<file path="src/rtl/pipeline_ctrl_pkg.sv">
// Shared pipeline types: control-sequencer states and the grouped enable/flush bundle
// that the datapath top fans out to the PC and the four pipeline buffer registers.
`timescale 1ns/1ps
package Pipe_Buf_Reg_PKG;

    typedef enum logic [2:0] {
        RUN,
        MEM_WAIT,
        DRAIN,
        HALTED,
        ERROR
    } ctrl_state_e;

    typedef struct packed {
        logic pc_en;
        logic if_id_en;
        logic id_ex_en;
        logic ex_mem_en;
        logic mem_wb_en;
        logic if_id_flush;
        logic id_ex_flush;
        logic mem_wb_flush;
    } pipe_ctrl_t;

    localparam pipe_ctrl_t CTRL_RUN = '{1'b1, 1'b1, 1'b1, 1'b1, 1'b1, 1'b0, 1'b0, 1'b0};
    localparam pipe_ctrl_t CTRL_OFF = '0;

    function automatic logic load_use_hazard(
        input logic       memread,
        input logic [4:0] rd,
        input logic [4:0] rs1,
        input logic [4:0] rs2
    );
        return memread && (rd != 5'd0) && ((rd == rs1) || (rd == rs2));
    endfunction

endpackage

</file>
<file path="src/rtl/pipeline_ctrl_mem_wait_timer.sv">
// Counts consecutive wait cycles of one data-memory access; expired flags the
// wait cycle that would reach MEM_TIMEOUT without an acknowledge.
`timescale 1ns/1ps
module mem_wait_timer #(
    parameter int MEM_TIMEOUT = 15
) (
    input  logic clk,
    input  logic reset,
    input  logic clear,
    input  logic count_en,
    output logic expired
);

    localparam int CW = $clog2(MEM_TIMEOUT + 1);

    logic [CW-1:0] count_q;
    logic [CW-1:0] count_d;

    always_comb begin
        count_d = count_q;
        if (clear) begin
            count_d = '0;
        end else if (count_en) begin
            count_d = count_q + CW'(1);
        end
    end

    always_ff @(posedge clk or posedge reset) begin
        if (reset) begin
            count_q <= '0;
        end else begin
            count_q <= count_d;
        end
    end

    assign expired = count_en && (count_q == CW'(MEM_TIMEOUT - 1));

endmodule

</file>
<file path="src/rtl/pipeline_ctrl.sv">
// Stall/flush sequencer for the 5-stage pipeline: combinational enables/flushes from
// the registered FSM state, plus halt drain, memory-wait timeout and stall statistics.
`timescale 1ns/1ps
module pipeline_ctrl
    import Pipe_Buf_Reg_PKG::*;
#(
    parameter int MEM_TIMEOUT = 15,
    parameter int STALL_CNT_W = 16
) (
    input  logic                   clk,
    input  logic                   reset,
    input  logic [4:0]             id_rs1,
    input  logic [4:0]             id_rs2,
    input  logic                   ex_memread,
    input  logic [4:0]             ex_rd,
    input  logic                   ex_redirect,
    input  logic                   id_halt,
    input  logic                   wb_halt,
    input  logic                   mem_req,
    input  logic                   mem_ack,
    output logic                   pc_en,
    output logic                   if_id_en,
    output logic                   id_ex_en,
    output logic                   ex_mem_en,
    output logic                   mem_wb_en,
    output logic                   if_id_flush,
    output logic                   id_ex_flush,
    output logic                   mem_wb_flush,
    output logic                   halted,
    output logic                   timeout_err,
    output logic [STALL_CNT_W-1:0] stall_cycles
);

    ctrl_state_e            state_q, state_d;
    logic                   origin_drain_q, origin_drain_d;
    logic                   halted_q, halted_d;
    logic                   timeout_err_q, timeout_err_d;
    logic [STALL_CNT_W-1:0] stall_q, stall_d;

    pipe_ctrl_t ctrl;
    pipe_ctrl_t ctrl_out;
    logic       active;
    logic       mem_wait;
    logic       in_drain;
    logic       load_use;
    logic       stall_now;
    logic       expired;

    assign active   = (state_q == RUN) || (state_q == MEM_WAIT) || (state_q == DRAIN);
    assign mem_wait = active && mem_req && !mem_ack;
    // On the ack cycle of a wait, behave exactly as the state the wait interrupted.
    assign in_drain = (state_q == DRAIN) || ((state_q == MEM_WAIT) && origin_drain_q);
    assign load_use = load_use_hazard(ex_memread, ex_rd, id_rs1, id_rs2);

    mem_wait_timer #(
        .MEM_TIMEOUT(MEM_TIMEOUT)
    ) u_timer (
        .clk     (clk),
        .reset   (reset),
        .clear   (!mem_wait),
        .count_en(mem_wait),
        .expired (expired)
    );

    always_comb begin
        state_d        = state_q;
        origin_drain_d = origin_drain_q;
        halted_d       = halted_q;
        timeout_err_d  = timeout_err_q;
        stall_d        = stall_q;
        ctrl           = CTRL_RUN;
        stall_now      = 1'b0;

        if (!active) begin
            ctrl = CTRL_OFF;
        end else if (mem_wait) begin
            ctrl              = CTRL_OFF;
            ctrl.mem_wb_en    = 1'b1;
            ctrl.mem_wb_flush = 1'b1;
            stall_now         = 1'b1;
            if (expired) begin
                state_d       = ERROR;
                timeout_err_d = 1'b1;
            end else begin
                if (state_q != MEM_WAIT) begin
                    origin_drain_d = (state_q == DRAIN);
                end
                state_d = MEM_WAIT;
            end
        end else if (in_drain) begin
            ctrl.pc_en       = 1'b0;
            ctrl.if_id_flush = 1'b1;
            ctrl.id_ex_flush = ex_redirect;
            state_d          = wb_halt ? HALTED : DRAIN;
            halted_d         = wb_halt;
        end else begin
            state_d = RUN;
            if (ex_redirect) begin
                ctrl.if_id_flush = 1'b1;
                ctrl.id_ex_flush = 1'b1;
            end else if (load_use) begin
                ctrl.pc_en       = 1'b0;
                ctrl.if_id_en    = 1'b0;
                ctrl.id_ex_flush = 1'b1;
                stall_now        = 1'b1;
            end else if (id_halt) begin
                state_d = DRAIN;
            end
        end

        if (stall_now && (stall_q != '1)) begin
            stall_d = stall_q + STALL_CNT_W'(1);
        end
    end

    always_ff @(posedge clk or posedge reset) begin
        if (reset) begin
            state_q        <= RUN;
            origin_drain_q <= 1'b0;
            halted_q       <= 1'b0;
            timeout_err_q  <= 1'b0;
            stall_q        <= '0;
        end else begin
            state_q        <= state_d;
            origin_drain_q <= origin_drain_d;
            halted_q       <= halted_d;
            timeout_err_q  <= timeout_err_d;
            stall_q        <= stall_d;
        end
    end

    // Enables must drop the instant reset asserts, not at the next edge.
    assign ctrl_out = reset ? CTRL_OFF : ctrl;

    assign pc_en        = ctrl_out.pc_en;
    assign if_id_en     = ctrl_out.if_id_en;
    assign id_ex_en     = ctrl_out.id_ex_en;
    assign ex_mem_en    = ctrl_out.ex_mem_en;
    assign mem_wb_en    = ctrl_out.mem_wb_en;
    assign if_id_flush  = ctrl_out.if_id_flush;
    assign id_ex_flush  = ctrl_out.id_ex_flush;
    assign mem_wb_flush = ctrl_out.mem_wb_flush;
    assign halted       = halted_q;
    assign timeout_err  = timeout_err_q;
    assign stall_cycles = stall_q;

endmodule

</file>
<file path="config.mk">
export PLATFORM = sky130hd
export DESIGN_NAME = pipeline_ctrl
export DESIGN_NICKNAME = d
export VERILOG_FILES = /design/src/rtl/pipeline_ctrl_pkg.sv /design/src/rtl/pipeline_ctrl_mem_wait_timer.sv /design/src/rtl/pipeline_ctrl.sv
export SDC_FILE = /design/constraint.sdc
export NUM_CORES = 1
export LEC_CHECK = 0
export BUFFER_PORTS_ARGS = -buffer_cell sky130_fd_sc_hd__buf_4
export CAP_MARGIN = 0
export CORE_MARGIN = 3
export CORE_UTILIZATION = 52
export CTS_BUF_LIST = sky130_fd_sc_hd__clkbuf_4 sky130_fd_sc_hd__clkbuf_8
export DETAILED_ROUTE_END_ITERATION = 16
export GPL_TIMING_DRIVEN = 0
export PLACE_DENSITY = 0.83
export SYNTH_ARGS = -nofsm -noshare
export SYNTH_HDL_FRONTEND = slang
export SYNTH_SLANG_ARGS = --single-unit
</file>
<file path="constraint.sdc">
create_clock -name clk -period 2.7 [get_ports clk]
set_input_delay 0.135 -clock clk [delete_from_list [all_inputs] [get_ports clk]]
set_output_delay 0.135 -clock clk [all_outputs]
set_load 0.005 [all_outputs]
</file>
Word-level counts from Yosys, hierarchy flattened --
Index checks and enable logic that the tools add are counted.
Cells by class: add/subtract/negate cells 2, eq/ne operators 7, muxes and demuxes 26, reduce and logical (&&, ||, !) cells 17, bitwise gates (word level) 2
Operators with widths (number):
- $mux 3 | 6
- $add 16x1->16 const B | 1
- $mux 8 | 2
- $ne 16x16->1 const B | 1
- $mux 2 | 6
- $mux 1 | 11
- $eq 5x5->1 | 2
- $logic_and 1x1->1 | 7
- $reduce_and 3->1 | 2
- $reduce_bool 5->1 | 1
- $add 4x1->4 const B | 1
- $eq 4x4->1 const B | 1
- $logic_or 1x1->1 | 4
- $mux 4 | 1
- $reduce_and 4->1 | 1
- $eq 3x1->1 const B | 1
- $eq 3x2->1 const B | 1
- $logic_not 3->1 | 1
- $ne 3x1->1 const B | 1
- $not 1->1 | 2
- $logic_not 1->1 | 1
Storage, ports and cells: input bits 23, word-level logic and storage cells 60, output and inout bits 26, register bits after elaboration 26

Depth between registers and ports, before layout --
depth after elaboration 9, gate-level depth with buffers 8, depth with buffers taken out 7

By module --
Synthesis repeated with hierarchy kept, for this count alone.
Second synthesis, totals: cells, all modules 161, area, all modules 1589.0 sq um
By module, submodules not included:
- pipeline_ctrl | instances 1, area each 1362.6 sq um, seq. area each 550.5 sq um, cells each 140
- mem_wait_timer | instances 1, area each 226.5 sq um, seq. area each 100.1 sq um, cells each 21

Worst setup path before layout --
No wires, ideal clock.
path kind reg2reg, from register stall_q[0] (netlist: stall_cycles[0]), to register stall_q[15] (netlist: stall_cycles[15]), stages on the path, launching flop included 9, data required time 2.621 ns, path slack 0.703 ns, period minus slack after synthesis 1.997 ns, setup time 0.079 ns, arrival time 1.918 ns, buffers on the path 1, path through dfrtp_1 > ha_1 > and2_1 > and4_1 > buf_2 > a2111oi_2 > a21oi_2 > nor2_1 > xor2_1
Between the ends: word-level cells in the longest chain between the ends 2, elaborated cells on any way between the ends 3, those cells by class add/sub: 1; eq/ne: 1; reduce/logical: 1
Ends and longest elaborated chain:
- from (decl) | RTL line pipeline_ctrl.sv:38 | logic [STALL_CNT_W-1:0] stall_q, stall_d;
- from (signal assigned) | RTL line pipeline_ctrl.sv:128 | stall_q <= stall_d;
- parallel branches: the longest is 2 deep, another holds $add 16x1->16
Parallel ways; which one is timed is not known. A chain may end at the register's enable or synchronous reset.

Worst setup path after layout --
Ends and elaborated chain as after synthesis.

==> results.yml <==
drt:
  drt-initial-drc-count: 48
  drt_pass1_iterations: 4
  antenna_left: 0
  route.detailed.wl_per_inst_um: 14.0
  via_per_inst: 5.65
  vias: 1328
  drt_drc_violations_left: 0
  routed_wl_um: 3280
cells_and_area:
  seq_area_um2: 651
  stdcell_count: 235
  n_fill_cell: 227
  drive_gt1_share_pct: 32.4
  final_common_cell: "buf_4"
  diodes: 0
  num-nets-final: 232
  fin_area_um2: 1950
  multi_input_area_um2: 842
  layout_common_cells: "buf_4 (49), dfrtp_1 (26), xnor2_1 (21)"
  syn_to_final_growth_pct: 27.5
yosys:
  avgSynthCellArea_um2: 10.0
  synth_top_area_cell: "dfrtp_1"
  syn_inst: 153
  synth_edf_count: 0
  async_flop_share_pct: 100
  syn_nets: 179
  synth.distinct_cells: 40
  ys_top_cells_by_area: "dfrtp_1 (42%), xnor2_1 (12%), nor2_1 (3.4%), nand4_1 (2.9%), xor2_1 (2.9%)"
  netlist.area_leader.share_pct: 42.4
  ys_seq_elements: 26
  ys_seq_area_share_pct: 42.4
  ys.flop_type: "dfrtp_1"
  synth_area_um2: 1530
  yosys_warnings: 0
worst_setup_path:
  worst_setup_path_start_kind: "flop"
  required_ns: 2.94
  cp.arrival_ns: 2.45
  max_stage_delay_ns: 0.47
  cp.depth: 8
  endpoint_kind: "flop"
  path_class: "flop to flop"
  cp_slowest_cell: "dfrtp_1"
  path_buf_inv: 1
  cp_top_family: "compound AO/OA/AOI/OAI gates"
  cp_max_fo: 6
  cp_cell_sequence: "ha_1 -> and2_1 -> and4_1 -> buf_2 -> a2111oi_2 -> a21oi_2 -> nor2_1 -> xor2_1"
  ff2ff_path_depth: 8
placement:
  placed_cells: 232
  placed_area_um2: 1930
  port_buffers: 48
  routabilityCongestion: 0.802
  place_hpwl_um: 2630
power_and_ir_drop:
  leakage_nw: 0.916
  powerDensity_nw_per_um2: 537
  vdd_ir_drop_max_v: 0.000676
  p_total_w: 0.00105
clocking:
  cts_buffer_depth: 2
  post-cts-setup-buffer-count: 0
  cts_hold_buf: 0
  clk_latency_ns: 0.31
  htreeDepth: 1
  clockRootBuffer: "clkbuf_4"
  cts_made_buffers: 3
  cts.clk_slew.worst_paths_ns: 0.13
  cts_tree: "yes"
  numClockSinks: 26
  cts_resized: 0
grt:
  grtUsageTotal_pct: 19.3
  grt_max_degree: 29
  grt.overflow.total: 0
  antenna_found_initial: 0
  first_global_vias: 1302
  grt_pass1_wl_um: 5440
min_path:
  hold_path.class: "input port to async pin"
timing:
  fmax_mhz: 452
  skew_ns: 0.00663
  finalSetupTns_ns: 0
  finalMaxSlewViolations: 0
  timing_hold_violations_final: 0
  slew-limit-headroom_pct: 31.5
  setup_viol: 0
  rsz0062_at_grt: "false"
  fin_crit_sh_pct: 81.9
  period_minus_slack_ns: 2.21
  worst_slew_pin_slew_ns: 1.03
die:
  die_area_um2: 3630
  start_util_pct: 55.1
  floorplan.die.height_um: 60.3
  die_x_um: 60.3
  pin_count: 49
  fp-row-count: 19
  core_area_um2: 2780
flow_run:
  cap_violations: 0
run_status:
  status: "finished, final reports clean"
[worst paths after layout]
kind	endpoint	startpoint	slack [ns]
max in group asynchronous	stall_cycles[1]$_DFFE_PP0P_	reset	2.02
setup / recovery	stall_cycles[15]$_DFFE_PP0P_	stall_cycles[0]$_DFFE_PP0P_	0.49
hold reg to reg	stall_cycles[9]$_DFFE_PP0P_	stall_cycles[9]$_DFFE_PP0P_	0.51
min in group clk	halted$_DFFE_PP0P_	wb_halt	0.11
setup reg to reg	stall_cycles[15]$_DFFE_PP0P_	stall_cycles[0]$_DFFE_PP0P_	0.49
hold / removal	u_timer.count_q[0]$_DFF_PP0_	reset	0.06
[stage by stage]
step           hold slack [ns]  utilization, %  setup slack [ns]
2_1_floorplan            0.185               -             0.703
3_3_place_gp             0.417            69.5             0.568
3_5_place_dp             0.435            69.5             0.516
4_1_cts                 0.0939            70.3             0.481
5_1_grt                  0.127            70.3             0.347
6_report                0.0621            70.3             0.490
[cells in the mapped netlist, types with 2 or more instances]
library cell  instances
a2111oi_2             2
dfrtp_1              26
xor2_1                5
nand2_1              11
and2_1                5
nor3_1                3
nand3_1               8
and4_1                3
a21oi_1               2
buf_2                 2
mux2_2                2
inv_1                 6
nand4_1               7
nor2_1               14
and3_1                5
o21ai_0               5
xnor2_1              21
ha_1                  3
o21bai_1              2
[worst reg2reg max path, delay by kind of cell, from the launching register on]
kind | cells | cell delay (ns)
compound gates | 2 | 0.56
fa+ha+maj | 1 | 0.28
flops | 1 | 0.47
buf+inv | 1 | 0.15
xor+xnor | 1 | 0.18
simple gates | 3 | 0.52
[cells by family (layout without fill, tap and decap cells)]
group / Yosys count / count (layout) / share of synthesized area [%]
buffers and inverters: 9 / 60 / 2.61
and+or+nand+nor: 64 / 64 / 22.8
DFF: 26 / 26 / 42.4
muxes: 3 / 3 / 2.45
xor gates and xnor gates: 26 / 26 / 14.9
adders and majority gates: 3 / 3 / 2.45
AOI/OAI and AO/OA: 22 / 22 / 12.4
[registers in the layout, indices dropped and copies added (netlist names)]
| register | count |
|---|---|
| halted | 1 |
| stall_cycles | 16 |
| u_timer.count_q | 4 |
| timeout_err | 1 |
| origin_drain_q | 1 |
| state_q | 3 |
[layout make-up]
type                    instances  area share (%)
plain buffers                   3           0.896
clock buffers                   3            1.15
flip-flops and latches         26            33.3
repair buffers                 48            18.4
inverters                       6            1.15
well taps                      31            1.98
multi-input cells             118            43.1
[power by group]
| group | internal [W] | switching [W] |
|---|---|---|
| clock network | 0.0000520 | 0.000105 |
| logic | 0.000203 | 0.000161 |
| registers | 0.000445 | 0.0000823 |
| total | 0.000700 | 0.000348 |
[layer usage]
| metal | track usage, % | routed length (µm) | part of all wire, % |
|---|---|---|---|
| met1 | 23.0 | 1390 | 42 |
| met2 | 36.4 | 1710 | 52 |
| met4 | 5.06 | 21 | 0.64 |
| met3 | 1.73 | 158 | 4.8 |
| met5 | 0 | 0 | 0 |
Power figures use the tool's default switching activity.
